$ cat src/rtl/imem_arbiter_pkg.sv
// Shared constants and types for the instruction-memory arbiter.
package imem_arbiter_pkg;

   localparam int unsigned DEF_ADDR_W     = 64;
   localparam int unsigned DEF_ROM_WORDS  = 1024;
   localparam int unsigned DEF_STARVE_LIM = 4;

   // Occupancy of a single-entry response slot.
   typedef enum logic {
      SlotEmpty = 1'b0,
      SlotFull  = 1'b1
   } slot_state_e;

endpackage

$ cat src/rtl/imem_arbiter_rsp_slot.sv
// Single-entry response buffer: holds one response until the consumer takes it.
module rsp_slot
   import imem_arbiter_pkg::*;
(
   input  logic        clk_i,
   input  logic        rst_i,
   input  logic        flush_i,
   input  logic        load_i,
   input  logic [31:0] load_data_i,
   input  logic        load_err_i,
   input  logic        rsp_ready_i,
   output logic        rsp_valid_o,
   output logic [31:0] rsp_data_o,
   output logic        rsp_err_o,
   output logic        can_accept_o
);

   slot_state_e state;
   slot_state_e state_next;
   logic [31:0] data;
   logic        err;

   // Next state: flush wins, then load (also covers drain+load), then drain.
   always_comb begin
      state_next = state;
      if (flush_i) begin
         state_next = SlotEmpty;
      end else if (load_i) begin
         state_next = SlotFull;
      end else if (state == SlotFull && rsp_ready_i) begin
         state_next = SlotEmpty;
      end
   end

   // Slot occupancy register.
   always_ff @(posedge clk_i or posedge rst_i) begin
      if (rst_i) begin
         state <= SlotEmpty;
      end else begin
         state <= state_next;
      end
   end

   // Payload only changes on load, so it stays stable while stalled.
   always_ff @(posedge clk_i or posedge rst_i) begin
      if (rst_i) begin
         data <= '0;
         err  <= 1'b0;
      end else if (load_i && !flush_i) begin
         data <= load_data_i;
         err  <= load_err_i;
      end
   end

   assign rsp_valid_o  = (state == SlotFull);
   assign rsp_data_o   = data;
   assign rsp_err_o    = err;
   // Room for a new response: empty now, or being emptied this cycle.
   assign can_accept_o = (state == SlotEmpty) || rsp_ready_i;

endmodule

$ cat src/rtl/imem_arbiter.sv
// Two-port arbiter (fetch, data) in front of a combinational-read word ROM.
module imem_arbiter
   import imem_arbiter_pkg::*;
#(
   parameter int unsigned ADDR_W     = DEF_ADDR_W,
   parameter int unsigned ROM_WORDS  = DEF_ROM_WORDS,
   parameter int unsigned STARVE_LIM = DEF_STARVE_LIM
) (
   input  logic              clk_i,
   input  logic              rst_i,
   input  logic              f_req_valid_i,
   output logic              f_req_ready_o,
   input  logic [ADDR_W-1:0] f_req_addr_i,
   input  logic              f_flush_i,
   output logic              f_rsp_valid_o,
   input  logic              f_rsp_ready_i,
   output logic [31:0]       f_rsp_data_o,
   output logic              f_rsp_err_o,
   input  logic              d_req_valid_i,
   output logic              d_req_ready_o,
   input  logic [ADDR_W-1:0] d_req_addr_i,
   output logic              d_rsp_valid_o,
   input  logic              d_rsp_ready_i,
   output logic [31:0]       d_rsp_data_o,
   output logic              d_rsp_err_o,
   output logic [ADDR_W-1:0] mem_addr_o,
   input  logic [31:0]       mem_rdata_i
);

   localparam int unsigned CNT_W = (STARVE_LIM > 0) ? $clog2(STARVE_LIM + 1) : 1;
   localparam logic [CNT_W-1:0]  CNT_MAX  = CNT_W'(STARVE_LIM);
   localparam logic [ADDR_W-3:0] WORD_LIM = (ADDR_W - 2)'(ROM_WORDS);

   logic [CNT_W-1:0] starve_cnt;
   logic [CNT_W-1:0] starve_cnt_next;
   logic             f_elig;
   logic             contend;
   logic             f_win;
   logic             d_win;
   logic             f_can;
   logic             d_can;
   logic             f_acc;
   logic             d_acc;
   logic             illegal;
   logic [31:0]      ld_data;

   // Winner is chosen from request valids only, so neither req_ready depends
   // on the other port's rsp_ready.
   always_comb begin
      f_elig  = f_req_valid_i && !f_flush_i;
      contend = f_elig && d_req_valid_i;
      d_win   = d_req_valid_i && !(contend && starve_cnt == CNT_MAX);
      f_win   = f_elig && !d_win;
      f_req_ready_o = !rst_i && f_win && f_can;
      d_req_ready_o = !rst_i && d_win && d_can;
      f_acc = f_req_valid_i && f_req_ready_o;
      d_acc = d_req_valid_i && d_req_ready_o;
   end

   // ROM address mux and legality check for the accepted request.
   always_comb begin
      mem_addr_o = '0;
      if (d_acc) begin
         mem_addr_o = d_req_addr_i;
      end else if (f_acc) begin
         mem_addr_o = f_req_addr_i;
      end
      illegal = (mem_addr_o[1:0] != 2'b00) || (mem_addr_o[ADDR_W-1:2] >= WORD_LIM);
      ld_data = illegal ? 32'h0 : mem_rdata_i;
   end

   // Starvation counter: flush holds it, fetch grant or no contention clears it.
   always_comb begin
      starve_cnt_next = starve_cnt;
      if (f_flush_i) begin
         starve_cnt_next = starve_cnt;
      end else if (f_acc || !contend) begin
         starve_cnt_next = '0;
      end else if (d_acc && starve_cnt != CNT_MAX) begin
         starve_cnt_next = starve_cnt + 1'b1;
      end
   end

   // Starvation counter register.
   always_ff @(posedge clk_i or posedge rst_i) begin
      if (rst_i) begin
         starve_cnt <= '0;
      end else begin
         starve_cnt <= starve_cnt_next;
      end
   end

   rsp_slot u_f_slot (
      .clk_i        (clk_i),
      .rst_i        (rst_i),
      .flush_i      (f_flush_i),
      .load_i       (f_acc),
      .load_data_i  (ld_data),
      .load_err_i   (illegal),
      .rsp_ready_i  (f_rsp_ready_i),
      .rsp_valid_o  (f_rsp_valid_o),
      .rsp_data_o   (f_rsp_data_o),
      .rsp_err_o    (f_rsp_err_o),
      .can_accept_o (f_can)
   );

   rsp_slot u_d_slot (
      .clk_i        (clk_i),
      .rst_i        (rst_i),
      .flush_i      (1'b0),
      .load_i       (d_acc),
      .load_data_i  (ld_data),
      .load_err_i   (illegal),
      .rsp_ready_i  (d_rsp_ready_i),
      .rsp_valid_o  (d_rsp_valid_o),
      .rsp_data_o   (d_rsp_data_o),
      .rsp_err_o    (d_rsp_err_o),
      .can_accept_o (d_can)
   );

endmodule

$ cat config.mk
export PLATFORM = sky130hd
export DESIGN_NAME = imem_arbiter
export DESIGN_NICKNAME = d
export VERILOG_FILES = /design/src/rtl/imem_arbiter_pkg.sv /design/src/rtl/imem_arbiter_rsp_slot.sv /design/src/rtl/imem_arbiter.sv
export SDC_FILE = /design/constraint.sdc
export NUM_CORES = 1
export LEC_CHECK = 0
export CORE_AREA = 2 2 117 119
export CTS_CLUSTER_DIAMETER = 80
export CTS_CLUSTER_SIZE = 28
export DETAILED_ROUTE_END_ITERATION = 16
export DIE_AREA = 0 0 119 121
export DONT_BUFFER_PORTS = 1
export SLEW_MARGIN = 25
export SYNTH_ARGS = -nofsm -noshare
export SYNTH_HDL_FRONTEND = slang
export SYNTH_HIERARCHICAL = 1
export SYNTH_SLANG_ARGS = --single-unit
$ cat constraint.sdc
create_clock -name clk_i -period 2.2 [get_ports clk_i]
set_input_delay 0.33 -clock clk_i [delete_from_list [all_inputs] [get_ports clk_i]]
set_output_delay 0.33 -clock clk_i [all_outputs]
set_load 0.02 [all_outputs]
==> Word level (Yosys, flattened, before mapping) <==
Index checks and enable logic that the tools add are counted.
{ "word_totals": {"reg_bits": 71, "inputBits": 167, "out_inout_bits": 134, "word_cells": 53} }
{ "op_classes": {"add_sub_neg": 1, "order_cmp": 1, "n_eq_ne": 2, "muxes": 10, "bitwise_logic": 3, "reduce_logical": 29} }
{ "op_table": {"columns": ["cell", "count"], "rows": [
  ["$mux W64", 2],
  ["$ge A62 B11 Y1 const B", 1],
  ["$mux W32", 1],
  ["$logic_and A1 B1 Y1", 15],
  ["$mux W3", 2],
  ["$reduce_bool A2 Y1", 3],
  ["$logic_not A1 Y1", 5],
  ["$mux W1", 5],
  ["$logic_or A1 B1 Y1", 4],
  ["$add A3 B1 Y3 const B", 1],
  ["$eq A3 B3 Y1 const B", 1],
  ["$ne A3 B3 Y1 const B", 1],
  ["$not A1 Y1", 3],
  ["$reduce_bool A3 Y1", 1],
  ["$reduce_and A2 Y1", 1]
]} }

==> Depth between registers and ports, before layout <==
Gate-level depths: netlist of run 1.
{ "depth": {"depth_word": 16, "mapped_depth": 10, "ltp_nobuf": 8} }

==> Modules after synthesis <==
The synthesis of run 1 kept the hierarchy.
{ "by_module_without_submodules": {"columns": ["module", "n_inst", "cells_per_inst", "area_per_inst_um2", "seq_area_each_um2"], "rows": [
  ["rsp_slot", 2, 76, 1438.9, 850.8],
  ["imem_arbiter", 1, 329, 1759.2, 75.1]
]} }

==> Least setup slack after synthesis of run 1 <==
OpenSTA, ideal clock, no wires.
{ "synth_path": {"path_kind": "reg2reg", "from": "reg u_d_slot.state, in the netlist u_d_slot/rsp_valid_o", "to": "reg u_d_slot.data[0], in the netlist u_d_slot/rsp_data_o[0]", "setup_time_ns": 0.125, "arrival_time_ns": 2.259, "required_time_ns": 2.075, "slack_ns": -0.185, "path_stages_with_launch": 10, "path_buffers": 4, "synth_period_minus_slack_ns": 2.385, "path_cell_list": "dfrtp_1 > nand2b_1 > nor2b_1 > and3_1 > buf_2 > buf_1 > nor2b_4 > buf_6 > buf_12 > mux2_4"} }
{ "synth_via": {"elab_chain_len": 8, "word_cells_on_any_way": 9, "cone_classes": "order compare (1); mux (2); bitwise (1); reduce/logical (5)"} }
{ "synth_lines": {"columns": ["item", "line", "rtl"], "rows": [
  ["start: declaration", "imem_arbiter_rsp_slot.sv:18", "slot_state_e state;"],
  ["start signal: assignment", "imem_arbiter_rsp_slot.sv:38", "state <= SlotEmpty;"],
  ["start signal: assignment", "imem_arbiter_rsp_slot.sv:40", "state <= state_next;"],
  ["$not A1 Y1 *", "imem_arbiter_rsp_slot.sv:59", "assign can_accept_o = (state == SlotEmpty) || rsp_ready_i;"],
  ["$logic_or A1 B1 Y1 *", "imem_arbiter_rsp_slot.sv:59", null],
  ["net d_can", "imem_arbiter.sv:41", "logic d_can;"],
  ["$logic_and A1 B1 Y1 *", "imem_arbiter.sv:55", "d_req_ready_o = !rst_i && d_win && d_can;"],
  ["$logic_and A1 B1 Y1 *", "imem_arbiter.sv:57", "d_acc = d_req_valid_i && d_req_ready_o;"],
  ["net d_acc", "imem_arbiter.sv:43", "logic d_acc;"],
  ["$mux W64", "imem_arbiter.sv:63", "if (d_acc) begin"],
  ["$ge A62 B11 Y1 / $reduce_bool A2 Y1 (equally long branches)", "imem_arbiter.sv:68", "illegal = (mem_addr_o[1:0] != 2'b00) || (mem_addr_o[ADDR_W-1:2] >= WORD_LIM);"],
  ["$logic_or A1 B1 Y1", "imem_arbiter.sv:68", null],
  ["$mux W32", "imem_arbiter.sv:69", "ld_data = illegal ? 32'h0 : mem_rdata_i;"],
  ["end signal: assignment", "imem_arbiter_rsp_slot.sv:50", "data <= load_data_i;"],
  ["end: declaration", "imem_arbiter_rsp_slot.sv:20", "logic [31:0] data;"]
]} }
The timed path passes the listed nets; every way through them passes the cells marked *.
A chain may end at the register's enable or synchronous reset.

==> Worst setup path after layout of run 1 <==
{ "layout_path": {"from": "reg starve_cnt[0]", "to": "out mem_addr_o[5]"} }
{ "layout_via": {"elab_chain_len": 11, "word_cells_on_any_way": 14, "cone_classes": "eq/ne (1); mux (2); reduce/logical (11)"} }
{ "layout_lines": {"columns": ["item", "line", "rtl"], "rows": [
  ["start: declaration", "imem_arbiter.sv:34", "logic [CNT_W-1:0] starve_cnt;"],
  ["start signal: assignment", "imem_arbiter.sv:89", "starve_cnt <= starve_cnt_next;"],
  ["$eq A3 B3 Y1 *", "imem_arbiter.sv:52", "d_win = d_req_valid_i && !(contend && starve_cnt == CNT_MAX);"],
  ["$logic_and A1 B1 Y1 *", "imem_arbiter.sv:52", null],
  ["$logic_not A1 Y1 *", "imem_arbiter.sv:52", null],
  ["$logic_and A1 B1 Y1 *", "imem_arbiter.sv:52", null],
  ["$logic_not A1 Y1", "imem_arbiter.sv:53", "f_win = f_elig && !d_win;"],
  ["$logic_and A1 B1 Y1", "imem_arbiter.sv:53", null],
  ["$logic_and A1 B1 Y1 (2 in series)", "imem_arbiter.sv:54", "f_req_ready_o = !rst_i && f_win && f_can;"],
  ["$logic_and A1 B1 Y1", "imem_arbiter.sv:56", "f_acc = f_req_valid_i && f_req_ready_o;"],
  ["$mux W64", "imem_arbiter.sv:65", "end else if (f_acc) begin"],
  ["$mux W64 *", "imem_arbiter.sv:63", null],
  ["end: declaration", "imem_arbiter.sv:26", "output logic [ADDR_W-1:0] mem_addr_o,"]
]} }
Every way passes the cells marked *; elsewhere a longest branch is shown, timed or not.

==> results of run 1 <==
-- routing by layer --
layer,vias up,GRT usage (%),wire [um]
li1,1971,-,-
met2,336,46.34,10390
met5,-,0,0
met4,0,12.57,1077
met3,71,8.083,1921
met1,2217,29.53,7529
-- layout make-up --
cell class	instances	area (sq um)
clock buffer	13	260.3
fill	1105	5907
tap	176	220.2
clock inverter	3	17.52
inverter	8	30.03
timing repair buffer	142	1712
multi-input combinational	362	3161
sequential	71	1778
-- power groups by stage --
stage | Sequential [uW] | Clock [uW] | Combinational (uW)
after detailed placement | 1890 | 0 | 856
after floorplan | 1830 | 0 | 627
after CTS | 1870 | 1370 | 1070
final | 1870 | 1350 | 1200
after global placement | 1880 | 0 | 827
after global routing | 1890 | 1430 | 1250
-- critical path, stage by stage, from the launching register on --
cell and delay (ps):
dfrtp_1 380, inv_2 80, ha_4 140, nand4b_1 170
buf_6 180, nand2_8 70, buf_12 150, clkbuf_16 170
nand3_2 70, o21ai_1 90, buf_4 170
-- per-stage QoR --
stage          instances  instance area (sq um)  total power [uW]  hold WS, ps
2_1_floorplan        482                   4649              2454        83.64
3_3_place_gp         703                   5324              2711        90.71
3_5_place_dp         703                   5324              2747        102.1
4_1_cts              753                   6541              4313        12.83
5_1_grt              775                   7178              4577        24.13
6_report             775                   7178              4418        1.069
-- kinds of logic (layout without fill, tap and decap cells) --
family | after synthesis | count (layout)
AOI/OAI and AO/OA | 74 | 74
xor gates and xnor gates | 2 | 2
adders and majority gates | 2 | 2
buffers and inverters | 49 | 166
DFF | 71 | 71
muxes | 66 | 66
other | 1 | 2
and+or+nand+nor | 216 | 216
-- sequential cells by signal, summed over array words and instances, names as in the netlist --
register              count
u_d_slot/rsp_data_o      32
u_d_slot/rsp_err_o        1
starve_cnt                3
u_f_slot/rsp_data_o      32
u_f_slot/rsp_valid_o      1
u_d_slot/rsp_valid_o      1
u_f_slot/rsp_err_o        1
-- layout by cell type (no fill, tap or decap), drive strengths merged --
master       Yosys  routed
nand3           50      50
a21oi            3       3
dlygate4sd3      0       1
o31ai            2       2
nor2             3       3
a31oi            1       1
clkinvlp         0       1
nand2b           2       2
and3             2       2
buf             23     135
nor4            22      22
nor2b            3       3
dfrtp           71      71
nand4            6       6
clkbuf          18      19
nand4b           2       2
nand3b           1       1
ha               2       2
nor4bb           1       1
inv              8       8
o21ai           49      49
o2111ai          1       1
xor2             1       1
xnor2            1       1
or4              2       2
or3b             1       1
mux2            66      66
nor3            33      33
a22o            15      15
conb             1       2
o22ai            1       1
clkinv           0       2
a21boi           2       2
nand2           88      88
-- timing repair --
| item | in CTS | in global routing |
|---|---|---|
| gates resized for setup | 159 | 73 |
| cloned | 9 | 7 |
| hold buffers | 1 | 0 |
| buffers inserted | 24 | 17 |
| endpoints found under the hold margin | 8 | 0 |
| pin swaps | 20 | 22 |
| endpoints found under the setup margin | 129 | 131 |
-- path summary, 6_finish.rpt --
check | end | slack [ps] | start | cells past startpoint
setup / recovery | mem_addr_o[5] | -150 | starve_cnt[0]$_DFFE_PP0P_ | 10
hold / removal | u_f_slot/rsp_data_o[5]$_DFFE_PP0P_ | 1 | rst_i | 2
setup reg to reg | u_d_slot/rsp_data_o[21]$_DFFE_PP0P_ | -120 | starve_cnt[0]$_DFFE_PP0P_ | 11
hold reg to reg | u_d_slot/rsp_valid_o$_DFFE_PP0P_ | 590 | u_d_slot/rsp_valid_o$_DFFE_PP0P_ | 2
max in group asynchronous | u_d_slot/rsp_err_o$_DFFE_PP0P_ | 1260 | rst_i | 3
min in group clk_i | u_f_slot/rsp_valid_o$_DFFE_PP0P_ | 40 | f_flush_i | 1
==> impl_metrics.yaml, run 1 <==
power_and_ir_drop:
  powerDensity_nw_per_um2: 615.5
  seqPwrFrac_pct: 42.3
  p_switching_uw: 1474
  p_comb_share_pct: 27.1
  ir_drop_mv: 0.3000
  p_int_uw: 2944
  cellLeakagePower_uw: 0.003197
  swShare_pct: 33.37
  clock_power_share_pct: 30.5
synth:
  synthesis.area_sq_um: 4637
  yosysMostFrequentCell: "nand2_1"
  synth.area.top_cells: "dfrtp_1, mux2_4, nand2_1, nand3_1, o21ai_0"
  synth_compound_area_share_pct: 10.04
  muxShareOfSynthArea_pct: 20.89
  synth_common_cells: "nand2_1, dfrtp_1, mux2_4"
  synth_xor_area_share_pct: 0.3778
  yosysTopAreaCellShare_pct: 38.32
  synth_enable_flop_cells: 0
  synthSimpleGateAreaFrac_pct: 22.96
  syn_inst: 481
  ys_ff_latch: 71
  synth_top_family_by_area: "simple AND/OR/NAND/NOR gates"
  yosysWarnings: 6
  synth_fa_ha_area_share_pct: 0.5397
  yosysSeqAreaShare_pct: 38.32
  syn_area_per_cell_sq_um: 9.640
  ys_async_sr_fraction_pct: 100.0
  yosysTopAreaCell: "dfrtp_1"
  synth_cell_types: 40
  synth-main-ff-cell: "dfrtp_1"
grt:
  grt_pass1_wl_um: 28720
  grt_pass1_vias: 4689
  antenna_found_initial: 0
  grt_start_max_net_pins: 43
  grt-ovfl-total: 0
  track_usage_pct: 26.54
setup_path:
  cp.arrival_ps: 2020
  path_class: "flip-flop to output pin"
  critPathMaxFanout: 6
  startpoint_type: "flip-flop"
  end_kind: "output pin"
  required_ps: 1870
placed_design:
  preCtsSetupSlack_ps: -313.9
  io_buffers: 0
  routabilityCongestion: 0.9099
  dp_hpwl_um: 14050
cells_and_area:
  layout-drive-gt1-share_pct: 54.59
  num_antenna_cells: 0
  area_delta_synth_final_pct: 54.80
  nets: 763
  final_util_pct: 54.86
timing:
  period_minus_slack_ps: 2354
  finalSetupTns_ps: -8889
  drv_slew: 0
  fmax_mhz: 424.8
  setup_viol_count_final: 117
  hold_viol_final: 0
  setup_slack_ps: -154.0
  fin_skew_ps: 10.33
  rsz0062_at_grt: "yes"
  fin_crit_sh_pct: 107.0
clocking:
  cts.htree.levels: 3
  insertion_delay_ps: 330
  clock-sinks: 71
  clkSlewWorstSetupHoldPaths_ps: 60
  tritoncts: "built"
  cts_buffer_depth: 2
  root_buffer: "clkbuf_16"
  cts_buffers: 9
min_path:
  hold_class: "input port to async pin"
die:
  rows: 42
  die_area_sq_um: 14400
  design.core.area_sq_um: 13090
  start_util_pct: 35.44
  fp.dieW_um: 119
  die_h_um: 121
  pin_count: 301
route:
  wl_um: 20910
  drtPass1Iterations: 5
  vias: 4595
  routed_via_density: 5.929
  drt_iter0_drc: 469
  ant_nets: 0
  wl_per_cell_um: 26.99
  drcViolationCount: 0
flow_run:
  maxCapViolCount: 0
outcome:
  status: "complete, but fails checks"
  violations: "negative setup slack"
No activity file was read; power rests on OpenSTA's default activity.
==> run 2, diff against run 1 <==
--- a/config.mk
+++ b/config.mk
@@ -5,7 +5,7 @@
 export SDC_FILE = /design/constraint.sdc
 export NUM_CORES = 1
 export LEC_CHECK = 0
-export CORE_AREA = 2 2 117 119
+export CORE_AREA = 4 4 115 117
 export CTS_CLUSTER_DIAMETER = 80
 export CTS_CLUSTER_SIZE = 28
 export DETAILED_ROUTE_END_ITERATION = 16
==> constraint.sdc (replaced) <==
create_clock -name clk_i -period 1.9 [get_ports clk_i]
set_input_delay 0.285 -clock clk_i [delete_from_list [all_inputs] [get_ports clk_i]]
set_output_delay 0.285 -clock clk_i [all_outputs]
set_load 0.02 [all_outputs]
==> impl_metrics.yaml, run 2 (synthesis gave the netlist of run 1 again) <==
setup_path:
  r2r_setup_slack_ps: -370
  critPathMaxFanout: 6
  slowest_stage: "dfrtp_1"
  crit_chain: "inv_2 -> ha_4 -> nand4b_1 -> buf_6 -> nand2_8 -> buf_12 -> buf_12 -> buf_6 -> o21ai_2 -> buf_6"
  startpoint_type: "flip-flop"
  path_class: "flip-flop to output pin"
  reg2regPathDepth: 10
  cp.arrival_ps: 2010
  worst_path_most_repeated_cell: "buf_6"
  end_kind: "output pin"
  critPathBufInv: 6
  cp_num_cells: 10
  r2r-end: "u_f_slot/rsp_data_o[4]$_DFFE_PP0P_"
  crit_path_end: "mem_addr_o[56]"
  slowest_delay_ps: 380
  worstSetupStartpoint: "starve_cnt[1]$_DFFE_PP0P_"
  path_delay_family: "buffers and inverters"
  required_ps: 1620
  r2r-start: "starve_cnt[1]$_DFFE_PP0P_"
route:
  drcViolationCount: 0
  drtPass1Iterations: 4
  vias: 4558
  routed_via_density: 5.966
  wl_per_cell_um: 28.78
  drt_iter0_drc: 287
  wl_um: 21990
  ant_nets: 0
timing:
  drv_slew: 0
  setup_viol_count_final: 131
  hold_viol_final: 0
  fin_crit_sh_pct: 120.9
  rsz0062_at_grt: "yes"
  period_minus_slack_ps: 2297
  setup_slack_ps: -396.8
  fmax_mhz: 435.4
  fin_skew_ps: 3.693
cells_and_area:
  layout_common_cells: "nand2_1, dfrtp_1, mux2_4"
  num_antenna_cells: 0
  nets: 756
  final_common_cell: "nand2_1"
  final_util_pct: 66.76
  fin_cells: 764
  area_delta_synth_final_pct: 78.01
  layout-drive-gt1-share_pct: 63.68
grt:
  grt_pass1_wl_um: 29750
  grt_pass1_vias: 4760
  grt-ovfl-total: 0
  antenna_found_initial: 0
  track_usage_pct: 27.48
  grt_start_max_net_pins: 35
clocking:
  clock-sinks: 71
  cts_buffer_depth: 2
  cts.htree.levels: 3
  root_buffer: "clkbuf_16"
  insertion_delay_ps: 330
  cts_buffers: 9
  clkSlewWorstSetupHoldPaths_ps: 60
  tritoncts: "built"
placed_design:
  routabilityCongestion: 0.9604
  dp_hpwl_um: 14820
  dpl.cell_count: 682
  preCtsSetupSlack_ps: -604.2
  io_buffers: 0
die:
  start_util_pct: 37.51
  design.core.area_sq_um: 12360
  die_h_um: 121
  pin_count: 301
  die_area_sq_um: 14400
  rows: 41
  fp.dieW_um: 119
outcome:
  violations: "negative setup slack"
  status: "complete, but fails checks"
power_and_ir_drop:
  cellLeakagePower_uw: 0.003434
  powerDensity_nw_per_um2: 680.9
  ir_drop_mv: 0.3723
  power_uw: 5620
flow_run:
  maxCapViolCount: 0
min_path:
  hold_class: "input port to flip-flop"
## run 2: cell count changes in the layout (fill, tap and decap cells not counted), moves of 10 or more
cell	before	now
o21ai_4	3	31
buf_4	71	44
nand3_4	1	27
nand3_1	27	2
nor3_4	4	29
o21ai_1	31	6
nor3_2	27	3
buf_12	16	26
## run 2: worst min-delay path by stage
stage	startpoint	endpoint	slack, ps	depth (start not counted)
global route	f_flush_i	u_f_slot/rsp_valid_o$_DFFE_PP0P_	10	1
CTS	f_flush_i	u_f_slot/rsp_valid_o$_DFFE_PP0P_	3	1
global placement	rst_i	starve_cnt[2]$_DFFE_PP0P_	50	1
floorplan	rst_i	starve_cnt[0]$_DFFE_PP0P_	40	1
finish	f_flush_i	u_f_slot/rsp_valid_o$_DFFE_PP0P_	30	1
detailed placement	rst_i	starve_cnt[2]$_DFFE_PP0P_	60	1
## run 2: final cells by class
type                    count  area [sq um]
clock buffers              10         239.0
inverters                   8         30.03
multi-input cells         363          4016
clock inverters             6         91.34
repair buffers            134          1883
flip-flops and latches     71          1779
well taps                 172         215.2
fillers                   896          4109
## run 2: through the flow
step | instance area [sq um] | TNS [ps] | hold slack (ps)
6_report | 8254 | -39970 | 29.21
5_1_grt | 8254 | -52520 | 12.68
4_1_cts | 7252 | -29290 | 2.632
3_5_place_dp | 5408 | -40030 | 55.97
3_3_place_gp | 5408 | -36380 | 51.68
2_1_floorplan | 4896 | -15360 | 38.64
## run 2: per-layer routing
layer | global-route usage, % | part of all wire, % | vias to the layer above
met2 | 51.36 | 55 | 250
met3 | 9.371 | 9.2 | 57
met5 | 0 | 0 | -
li1 | - | - | 1968
met4 | 10.64 | 4.3 | 0
met1 | 28.05 | 31 | 2283
## run 2: power breakdown
| part | switching (uW) | leakage (uW) | internal, uW | total, uW |
|---|---|---|---|---|
| combinational | 775 | 0.00232 | 849 | 1620 |
| clock | 640 | 0.000163 | 1190 | 1830 |
| sequential | 444 | 0.000949 | 1720 | 2170 |
## run 2: repair_timing
item,4_1_cts,5_1_grt
hold endpoints to repair,71,0
hold buffers,1,0
setup buffers,28,21
cloned,13,9
gates resized for setup,184,124
setup endpoints to repair,131,135
pin swaps,43,66
## run 2: worst register-to-register path, stage by stage (launching register included)
cell	delay (ps)
dfrtp_1	400
inv_2	80
ha_4	140
nand4b_1	160
and3_4	250
a22o_4	220
nand4b_4	210
buf_4	200
clkbuf_16	170
nor3_4	210
mux2_4	180
==> run 3, diff against run 2 <==
--- a/config.mk
+++ b/config.mk
@@ -5,11 +5,12 @@
 export SDC_FILE = /design/constraint.sdc
 export NUM_CORES = 1
 export LEC_CHECK = 0
-export CORE_AREA = 4 4 115 117
+export CAP_MARGIN = 10
+export CORE_MARGIN = 4
+export CORE_UTILIZATION = 35
 export CTS_CLUSTER_DIAMETER = 80
 export CTS_CLUSTER_SIZE = 28
 export DETAILED_ROUTE_END_ITERATION = 16
-export DIE_AREA = 0 0 119 121
 export DONT_BUFFER_PORTS = 1
 export SLEW_MARGIN = 25
 export SYNTH_ARGS = -nofsm -noshare
==> impl_metrics.yaml, run 3 (synthesis gave the netlist of run 1 again) <==
timing:
  period_minus_slack_ps: 2294
  fin_crit_sh_pct: 120.8
  setup_viol_count_final: 132
  fin_skew_ps: 11.07
  drv_slew: 0
  hold_viol_final: 0
  worstMarginPinSlew_ps: 530.5
  rsz0062_at_grt: "yes"
  maxSlewHeadroom_pct: 64.31
  fmax_mhz: 435.9
  finalSetupTns_ps: -37550
  setup_slack_ps: -394.3
placed_design:
  place_area_sq_um: 5545
  dpl.cell_count: 697
  io_buffers: 0
  dp_hpwl_um: 14010
  routabilityCongestion: 0.8667
  preCtsSetupSlack_ps: -534.2
power_and_ir_drop:
  p_int_uw: 3827
  swShare_pct: 32.59
  p_switching_uw: 1850
  p_comb_share_pct: 26.8
  powerDensity_nw_per_um2: 750.7
  cellLeakagePower_uw: 0.003302
  ir_drop_mv: 0.3700
  seqPwrFrac_pct: 38.2
  clock_power_share_pct: 35.0
clocking:
  root_buffer: "clkbuf_16"
  clock-sinks: 71
  cts.htree.levels: 3
  clkSlewWorstSetupHoldPaths_ps: 60
  cts_buffer_depth: 2
  insertion_delay_ps: 330
  tritoncts: "built"
  cts_buffers: 9
cells_and_area:
  fill_cells: 983
  layout_common_cells: "nand2_1, dfrtp_1, mux2_4"
  area_delta_synth_final_pct: 63.09
  multi_input_area_sq_um: 3531
  final_common_cell: "nand2_1"
  final-seq-area_sq_um: 1779
  fin_cells: 757
  num_antenna_cells: 0
  stdcell_area_sq_um: 7562
  layout-drive-gt1-share_pct: 57.44
  nets: 749
die:
  pin_count: 301
  die_area_sq_um: 15150
  fp.dieW_um: 123.1
  design.core.area_sq_um: 12770
  start_util_pct: 36.30
  die_h_um: 123.1
  rows: 41
route:
  routed_via_density: 6.036
  drcViolationCount: 0
  drt_iter0_drc: 334
  wl_um: 20710
  drtPass1Iterations: 5
  ant_nets: 0
  vias: 4569
  wl_per_cell_um: 27.36
grt:
  track_usage_pct: 25.83
  grt_util_met3_pct: 8.097
  grt_pass1_vias: 4822
  grt_busiest_layer: "met2"
  grt_pass1_wl_um: 29470
  grt-ovfl-total: 0
  antenna_found_initial: 0
  grt_start_max_net_pins: 39
  use_met2_pct: 42.50
  grt_util_met1_pct: 30.71
setup_path:
  path_class: "flip-flop to output pin"
  cp.arrival_ps: 2010
  end_kind: "output pin"
  startpoint_type: "flip-flop"
  critPathMaxFanout: 6
  required_ps: 1620
outcome:
  status: "complete, but fails checks"
  violations: "negative setup slack"
flow_run:
  maxCapViolCount: 0
min_path:
  hold_class: "input port to flip-flop"
run 3: cell count changes in the layout (fill, tap and decap cells not counted), moves of 6 or more:
| cell | delta |
|---|---|
| buf_12 | -8 |
| nand3_1 | +34 |
| nand3_2 | -11 |
| nand3_4 | -23 |
| nor3_2 | +6 |
| nor3_4 | -6 |
| o21ai_2 | +16 |
| o21ai_4 | -13 |
run 3: final timing paths:
path | cells after the start | slack (ps) | endpoint | start
max in group asynchronous | 3 | 900 | u_f_slot/rsp_data_o[21]$_DFFE_PP0P_ | rst_i
worst max register to register | 8 | -370 | u_d_slot/rsp_err_o$_DFFE_PP0P_ | starve_cnt[0]$_DFFE_PP0P_
worst min register to register | 2 | 600 | u_d_slot/rsp_valid_o$_DFFE_PP0P_ | u_d_slot/rsp_valid_o$_DFFE_PP0P_
worst min-delay path | 2 | 130 | starve_cnt[0]$_DFFE_PP0P_ | f_flush_i
min in group asynchronous | 2 | 330 | starve_cnt[2]$_DFFE_PP0P_ | rst_i
worst max-delay path | 10 | -390 | mem_addr_o[23] | starve_cnt[0]$_DFFE_PP0P_
run 3: per-stage QoR:
step,total power (uW),utilization [%],hold slack [ps]
floorplan,2913,-,38.64
CTS,5598,55.87,117.8
global placement,3201,43.41,45.10
global route,5880,59.20,121.8
finish,5677,59.20,130.5
detailed placement,3233,43.41,49.18
run 3: layer usage:
layer / wire [um] / up-vias
met1: 7601 / 2247
li1: - / 1952
met4: 997 / 0
met5: 0 / -
met3: 2128 / 61
met2: 9987 / 309
run 3: power by group through the flow:
stage / sequential, uW / clock [uW] / combinational [uW]
2_1_floorplan: 2120 / 0 / 797
3_3_place_gp: 2190 / 0 / 1010
3_5_place_dp: 2200 / 0 / 1040
4_1_cts: 2170 / 2020 / 1410
5_1_grt: 2190 / 2090 / 1600
6_report: 2170 / 1990 / 1520
run 3: area by class of cell:
| class | instances | share of cell area [%] |
|---|---|---|
| Multi-Input combinational cell | 362 | 46.69 |
| Clock buffer | 9 | 2.978 |
| Tap cell | 172 | 2.846 |
| Clock inverter | 7 | 1.688 |
| Inverter | 8 | 0.3971 |
| Timing Repair Buffer | 128 | 21.87 |
| Sequential cell | 71 | 23.53 |
run 3: worst max-delay path: stages (launching register included):
cell and delay [ps]:
dfrtp_1 360, inv_2 60, ha_4 160, nand4b_1 130, buf_6 140, nand2_8 60
buf_8 130, buf_6 120, clkbuf_16 160, o21ai_2 200, buf_6 150
run 3: timing repair:
item	CTS	global route
pin swaps	38	25
resized for setup	148	73
gates cloned	14	7
hold endpoints to repair	47	0
setup endpoints to repair	132	135
hold buffers	2	0
setup buffers	22	7
